### config.mk
export PLATFORM = sky130hd
export DESIGN_NAME = led_sequencer
export DESIGN_NICKNAME = d
export VERILOG_FILES = /design/src/rtl/led_sequencer.sv
export SDC_FILE = /design/constraint.sdc
export NUM_CORES = 1
export LEC_CHECK = 0
export CAP_MARGIN = 20
export CORE_UTILIZATION = 30
export DETAILED_ROUTE_END_ITERATION = 8
export PLACE_DENSITY = 0.55
export SLEW_MARGIN = 20
export SYNTH_ARGS = -nofsm -noshare
export SYNTH_HDL_FRONTEND = slang
export SYNTH_SLANG_ARGS = --single-unit
### constraint.sdc
create_clock -name clk -period 2.48 [get_ports clk]
set_input_delay 0.248 -clock clk [delete_from_list [all_inputs] [get_ports clk]]
set_output_delay 0.248 -clock clk [all_outputs]
set_load 0.02 [all_outputs]
### src/rtl/led_sequencer.sv
// led_sequencer: steps an 8-LED chase/bounce/fill/flash animation on each rising edge of blink_wire.
module led_sequencer #(
  parameter int WIDTH = 8
) (
  input  logic             clk,
  input  logic             rst_n,
  input  logic             ena,
  input  logic             blink_wire,
  input  logic [1:0]       mode,
  output logic [WIDTH-1:0] leds,
  output logic [7:0]       step_count,
  output logic             frame_done
);
  typedef enum logic {UP = 1'b0, DOWN = 1'b1} dir_t;
  typedef enum logic [1:0] {CHASE = 2'd0, BOUNCE = 2'd1, FILL = 2'd2, FLASH = 2'd3} mode_t;
  localparam logic [WIDTH-1:0] LO  = WIDTH'(1);
  localparam logic [WIDTH-1:0] HI  = {1'b1, {(WIDTH-1){1'b0}}};
  localparam logic [WIDTH-1:0] ALL = {WIDTH{1'b1}};
  logic [1:0]       r_mode_s1, r_mode_s2;
  logic             r_blink_q;
  mode_t            r_mode_q, w_mode_n;
  dir_t             r_dir, w_dir_n, w_dir_step;
  logic [WIDTH-1:0] r_leds, w_leds_n, w_leds_step, w_start_cur, w_start_new;
  logic [7:0]       r_cnt, w_cnt_n;
  logic             r_fd, w_fd_n;
  logic             w_step, w_change;
  assign leds       = r_leds;
  assign step_count = r_cnt;
  assign frame_done = r_fd;
  always_comb begin
    w_step      = ena & blink_wire & ~r_blink_q;
    w_change    = ena & (r_mode_s2 != r_mode_q);
    w_start_cur = r_mode_q[1] ? '0 : LO;
    w_start_new = r_mode_s2[1] ? '0 : LO;
    w_leds_step = r_mode_q == CHASE  ? {r_leds[WIDTH-2:0], r_leds[WIDTH-1]} :
                  r_mode_q == BOUNCE ? (r_dir == UP ? r_leds << 1 : r_leds >> 1) :
                  r_mode_q == FILL   ? {r_leds[WIDTH-2:0], r_dir == UP} : ~r_leds;
    w_dir_step  = r_mode_q == BOUNCE ? (w_leds_step == HI ? DOWN : w_leds_step == LO ? UP : r_dir) :
                  r_mode_q == FILL   ? (w_leds_step == ALL ? DOWN : w_leds_step == '0 ? UP : r_dir) : r_dir;
    w_mode_n    = w_change ? mode_t'(r_mode_s2) : r_mode_q;
    w_leds_n    = w_change ? w_start_new : w_step ? w_leds_step : r_leds;
    w_dir_n     = w_change ? UP : w_step ? w_dir_step : r_dir;
    w_cnt_n     = w_change ? 8'd0 : w_step ? r_cnt + 8'd1 : r_cnt;
    w_fd_n      = ~w_change & w_step & (w_leds_step == w_start_cur);
  end
  always_ff @(posedge clk) begin
    if (!rst_n) begin
      r_mode_s1 <= '0;
      r_mode_s2 <= '0;
      r_blink_q <= 1'b0;
      r_mode_q  <= CHASE;
      r_dir     <= UP;
      r_leds    <= LO;
      r_cnt     <= '0;
      r_fd      <= 1'b0;
    end else begin
      r_mode_s1 <= mode;
      r_mode_s2 <= r_mode_s1;
      r_blink_q <= blink_wire;
      r_mode_q  <= w_mode_n;
      r_dir     <= w_dir_n;
      r_leds    <= w_leds_n;
      r_cnt     <= w_cnt_n;
      r_fd      <= w_fd_n;
    end
  end
endmodule
==> results of run 1 <==
## registers in the layout, summed over array words and instances (netlist names)
register and flops:
step_count 8, leds 8, r_mode_s2 2, r_mode_s1 2, r_dir 1, r_blink_q 1, r_mode_q 2, frame_done 1
## cell type report
type                    count  area (um^2)  area share (%)
clock buffers               3         41.3            2.40
multi-input cells         128          830            48.3
well taps                  52         65.1            3.79
inverters                   5         18.8            1.09
repair buffers             27          258            15.0
clock inverters             1         5.00           0.291
flip-flops and latches     25          500            29.1
## metal layers
metal	GRT usage (%)	routed length [um]	vias to the layer above
met1	17.3	1420	562
li1	-	-	626
met2	22.3	1470	37
met3	3.20	164	8
met4	6.89	64	0
met5	0	0	-
## metrics by stage
step                      std cells  hold WS [ns]  area, um^2  power, W  util (%)
after floorplan                 165         0.370        1380  0.000501         -
after global placement          237         0.415        1650  0.000537      37.7
after detailed placement        237         0.424        1650  0.000538      37.7
after CTS                       241         0.447        1700  0.000776      38.8
after global routing            241         0.456        1720  0.000811      39.2
final                           241         0.442        1720  0.000769      39.2
## synthesized netlist by cell type
master	n
ha_1	5
nand4_1	1
a211o_1	1
nand3_1	9
nand3b_1	2
nor3_1	4
a21oi_1	14
clkbuf_1	3
nor2_1	13
o21ai_0	9
and2b_1	1
a21o_1	1
o21a_1	1
or3_1	7
o22ai_1	3
and4b_1	2
and3_1	2
nand2_1	17
nand2b_1	1
o31ai_1	2
xor2_1	6
o211a_1	1
nor2b_4	1
or2_2	1
inv_1	5
a211oi_1	1
nor4b_1	1
mux2i_1	5
and2_1	5
a21oi_4	1
or3b_2	1
mux2_2	1
o2111ai_1	1
xnor2_1	3
nor2b_1	3
buf_2	2
buf_6	2
a22o_1	2
dfxtp_1	25
## worst reg2reg max path: cells and delay by family, from the launching register on
kind | cells | cell delay, ns
adders and majority gates | 1 | 0.21
buffers and inverters | 2 | 0.26
AOI/OAI and AO/OA | 2 | 0.43
and+or+nand+nor | 4 | 0.91
DFF | 1 | 0.39
## power breakdown
group          internal (W)  switching (W)
Clock              0.000112       0.000126
Sequential         0.000411      0.0000112
Combinational     0.0000508      0.0000575
## cell families after synthesis
logic type	after synthesis
DFF	25
muxes	6
and+or+nand+nor	71
buffers and inverters	12
AOI/OAI and AO/OA	37
adders and majority gates	5
xor gates and xnor gates	9
## worst max path at each step
stage / startpoint / end
after floorplan: r_mode_q[1] / r_dir
after global placement: r_mode_q[0] / r_dir
after detailed placement: r_mode_q[0] / r_dir
after CTS: r_mode_q[0] / r_dir
after global routing: r_mode_q[1] / r_dir
final: r_mode_q[1] / r_dir
==> results.toml, run 1 <==
[sta]
fin_ws_ns = 0.154
worstMarginPinSlew_ns = 0.450
fmax_mhz = 430
finalSetupViolCount = 0
fin_skew_ns = 0.00607
period_needed_ns = 2.33
finalHoldViolations = 0
maxSlewViolCount = 0
fin_setup_tns_ns = 0
finalCritPeriodShare_pct = 93.8
rsz0062_at_grt = "no"
maxSlewHeadroom_pct = 69.9

[worst_setup_path]
worst-path-stages = 9
worstSetupEndpointType = "flop"
critPathLaunchType = "flop"
crit_family = "simple AND/OR/NAND/NOR gates"
worstPathArrival_ns = 2.49
critical_path.cell_chain = "inv_1, ha_2, buf_4, or3_1, a21oi_2, and4b_1, and4b_1, and3_1, a211o_1"
path_class = "reg2reg"
ff2ff_setup_slack_ns = 0.15
worst_path_max_delay_cell = "dfxtp_1"
r2r-end = "r_dir"
r2r_cells = 9
slowest_delay_ns = 0.39
cp.required_ns = 2.64
crit_buf_inv = 2
crit_fanout = 14
crit_top_cell = "and4b_1"
r2r-start = "r_mode_q[1]"

[clock_network]
cts_setup_buffers = 0
cts_tree = "yes"
cts_buffers = 3
postCtsHoldBufs = 0
worstSkewPairLatency_ns = 0.27
ctsHtreeMaxLevel = 1
clk_pin_slew_ns = 0.09
cts-resized-gates = 0
root_buffer = "clkbuf_8"
cts.path.max_buffers = 2
cts_sinks = 25

[logic_synthesis]
synth_top_family_by_area = "simple AND/OR/NAND/NOR gates"
synthSimpleGateAreaFrac_pct = 27.4
syn_inst = 165
synth.avg_cell_area_um2 = 8.33
synth_top_area_share_pct = 36.4
synthXorXnorAreaFrac_pct = 5.73
synth_fa_ha_area_share_pct = 4.55
ys_ff_latch = 25
synth-compound-area-share_pct = 16.9
yosysSeqAreaShare_pct = 36.4
syn_nets = 176
synth_area_um2 = 1380
synth_mux_area_share_pct = 4.46
synth_cell_types = 39
synth_top_cell_by_area = "dfxtp_1"
yosys-top-cells-area = "dfxtp_1 36%, a21oi_1 5.1%, nand2_1 4.6%"
yosys_warnings = 0

[min_path]
hold_start = "r_mode_s1[0]"
holdPathEnd = "r_mode_s2[0]"
hp-class = "reg2reg"
hold_depth = 1

[global_route]
antenna_found_initial = 0
overflow = 0
grt_util_all_layers_pct = 13.8
grt_max_degree = 15
grt_pass1_vias = 1186
grt_pass1_wl_um = 5350

[place]
post-place-ws_ns = 0.0387
port_buffers = 22
place.detailed.hpwl_um = 2400
routabilityCongestion = 0.877

[die]
fp-row-count = 24
fp.dieH_um = 69.7
ios = 23
start_util_pct = 31.4
die-area_um2 = 4860
core_um2 = 4380
die_width_um = 69.7

[drt]
vias = 1233
vias_per_cell = 5.12
wl_per_cell_um = 12.9
drtPass1Iterations = 4
postRouteAntennaNets = 0
first_iter_violations = 148
routed_wl_um = 3110
drcViolationCount = 0

[finish]
layout_commonest_cell = "dfxtp_1"
diodes = 0
areaGrowthSynthToFinish_pct = 24.9
fin_nets = 201
fill_cells = 460
drive_gt1_share_pct = 10.1
mostFrequentLayoutCells = "25 x dfxtp_1, 22 x clkdlybuf4s50_1, 17 x nand2_1"

[pwr]
power_density_nw_per_um2 = 448
cellLeakagePower_nw = 0.659
peakVddDrop_v = 0.000296

[run]
max-cap-violations = 0

[run_status]
status = "finished, final reports clean"
Note: power is estimated with default switching activity, not from simulation.
==> run 2, diff against run 1 <==
--- a/config.mk
+++ b/config.mk
@@ -5,10 +5,10 @@
 export SDC_FILE = /design/constraint.sdc
 export NUM_CORES = 1
 export LEC_CHECK = 0
+export ABC_AREA = 0
 export CAP_MARGIN = 20
 export CORE_UTILIZATION = 30
 export DETAILED_ROUTE_END_ITERATION = 8
-export PLACE_DENSITY = 0.55
 export SLEW_MARGIN = 20
 export SYNTH_ARGS = -nofsm -noshare
 export SYNTH_HDL_FRONTEND = slang
==> run 2 against run 1 <==
Flip-flop and latch count did not move. Highest routed layer unchanged. Sequential power barely moved. Routed wire length fell by 3.1%. Largest cell class unchanged. Non-clock buffer count rose by 3. Sequential share of layout area fell by 0.35 points. Setup slack improved by 0.026 ns. Largest power group unchanged.
==> results.toml, run 2 (same netlist as run 1, synthesis figures left out) <==
[run_status]
status = "finished, final reports clean"

[sta]
fmax_mhz = 435
rsz0062_at_grt = "no"
maxSlewHeadroom_pct = 65.9
fin_setup_tns_ns = 0
maxSlewViolCount = 0
finalHoldViolations = 0
period_needed_ns = 2.30
worstMarginPinSlew_ns = 0.510
fin_ws_ns = 0.180
fin_skew_ns = 0.00883
finalSetupViolCount = 0
holdWs_ns = 0.442
finalCritPeriodShare_pct = 92.7

[die]
fp-row-count = 24
core_um2 = 4380
start_util_pct = 31.4
die-area_um2 = 4860
ios = 23
die_width_um = 69.7
fp.dieH_um = 69.7

[drt]
vias_per_cell = 5.02
wl_per_cell_um = 12.4
drcViolationCount = 0
drtPass1Iterations = 4
first_iter_violations = 97
postRouteAntennaNets = 0
vias = 1226
routed_wl_um = 3020

[worst_setup_path]
worstPathArrival_ns = 2.47
worstSetupEndpointType = "flop"
ff2ff_setup_slack_ns = 0.18
cp.required_ns = 2.65
path_class = "reg2reg"
crit_fanout = 10
critPathLaunchType = "flop"

[global_route]
grt_pass1_wl_um = 5470
antenna_found_initial = 0
grt_max_degree = 17
overflow = 0
grt_pass1_vias = 1188
grt_util_all_layers_pct = 13.7

[finish]
areaGrowthSynthToFinish_pct = 26.8
layout_commonest_cell = "dfxtp_1"
final_cells = 244
fin_nets = 204
design_area_um2 = 1740
seqCellArea_um2 = 502
diodes = 0
mostFrequentLayoutCells = "24 x dfxtp_1, 22 x clkdlybuf4s50_1, 17 x nand2_1"
multiInputGateArea_um2 = 827
fill_cells = 470
drive_gt1_share_pct = 11.5

[clock_network]
cts-resized-gates = 0
cts.path.max_buffers = 2
clk_pin_slew_ns = 0.10
cts_setup_buffers = 0
postCtsHoldBufs = 0
cts_sinks = 25
ctsHtreeMaxLevel = 1
worstSkewPairLatency_ns = 0.28
cts_tree = "yes"
root_buffer = "clkbuf_8"
cts_buffers = 3

[run]
max-cap-violations = 0

[place]
post-place-ws_ns = 0.104
dp_cells = 240
placed_area_um2 = 1680
place.detailed.hpwl_um = 2280
port_buffers = 22
routabilityCongestion = 0.881

[min_path]
hp-class = "reg2reg"

[pwr]
cellLeakagePower_nw = 0.677
peakVddDrop_v = 0.000314
power_density_nw_per_um2 = 453
[run 2: changes by cell type in the layout (fill, tap and decap cells not counted), sizes merged]
cell / change
clkinv: -1
buf: +3
inv: +1
[run 2: final timing paths]
path,startpoint,to,depth (start not counted)
worst max-delay path,r_mode_q[1],r_dir,9
worst min-delay path,r_mode_s1[1],r_mode_s2[1],1
worst max register to register,r_mode_q[1],r_dir,9
worst min register to register,r_mode_s1[1],r_mode_s2[1],1
[run 2: metal layers]
metal  routed length [um]  track usage [%]
met1                 1470             18.0
met2                 1380             22.9
met3                  129             3.78
met4                   34             2.00
met5                    0                0
[run 2: through the flow]
step           total power (W)  utilization (%)
3_3_place_gp          0.000540             38.2
2_1_floorplan         0.000501                -
6_report              0.000790             39.8
5_1_grt               0.000838             39.8
3_5_place_dp          0.000539             38.2
4_1_cts               0.000800             39.4
[run 2: power breakdown]
group | switching [W] | internal, W | total (W)
logic | 0.0000572 | 0.0000530 | 0.000110
clock network | 0.000140 | 0.000118 | 0.000258
registers | 0.0000104 | 0.000411 | 0.000422
[run 2: cell type report]
type / count / area share, %
multi-input cells: 128 / 47.5
inverters: 5 / 1.08
clock inverters: 1 / 0.503
flip-flops and latches: 25 / 28.8
repair buffers: 30 / 16.1
well taps: 52 / 3.73
clock buffers: 3 / 2.37
[run 2: worst max-delay path: stages (launching register included)]
cell,delay [ns]
dfxtp_2,0.36
inv_1,0.06
ha_1,0.23
buf_4,0.18
or3_1,0.34
a21o_1,0.20
and4b_1,0.19
and4b_1,0.23
and3_1,0.15
a211o_1,0.26
==> run 3, diff against run 2 <==
--- a/config.mk
+++ b/config.mk
@@ -8,8 +8,9 @@
 export ABC_AREA = 0
 export CAP_MARGIN = 20
 export CORE_UTILIZATION = 30
+export CTS_CLUSTER_SIZE = 28
 export DETAILED_ROUTE_END_ITERATION = 8
-export SLEW_MARGIN = 20
+export SLEW_MARGIN = 10
 export SYNTH_ARGS = -nofsm -noshare
 export SYNTH_HDL_FRONTEND = slang
 export SYNTH_SLANG_ARGS = --single-unit
==> results of run 3 <==
No change in the layout: final DEF, timing and power equal those of run 2.
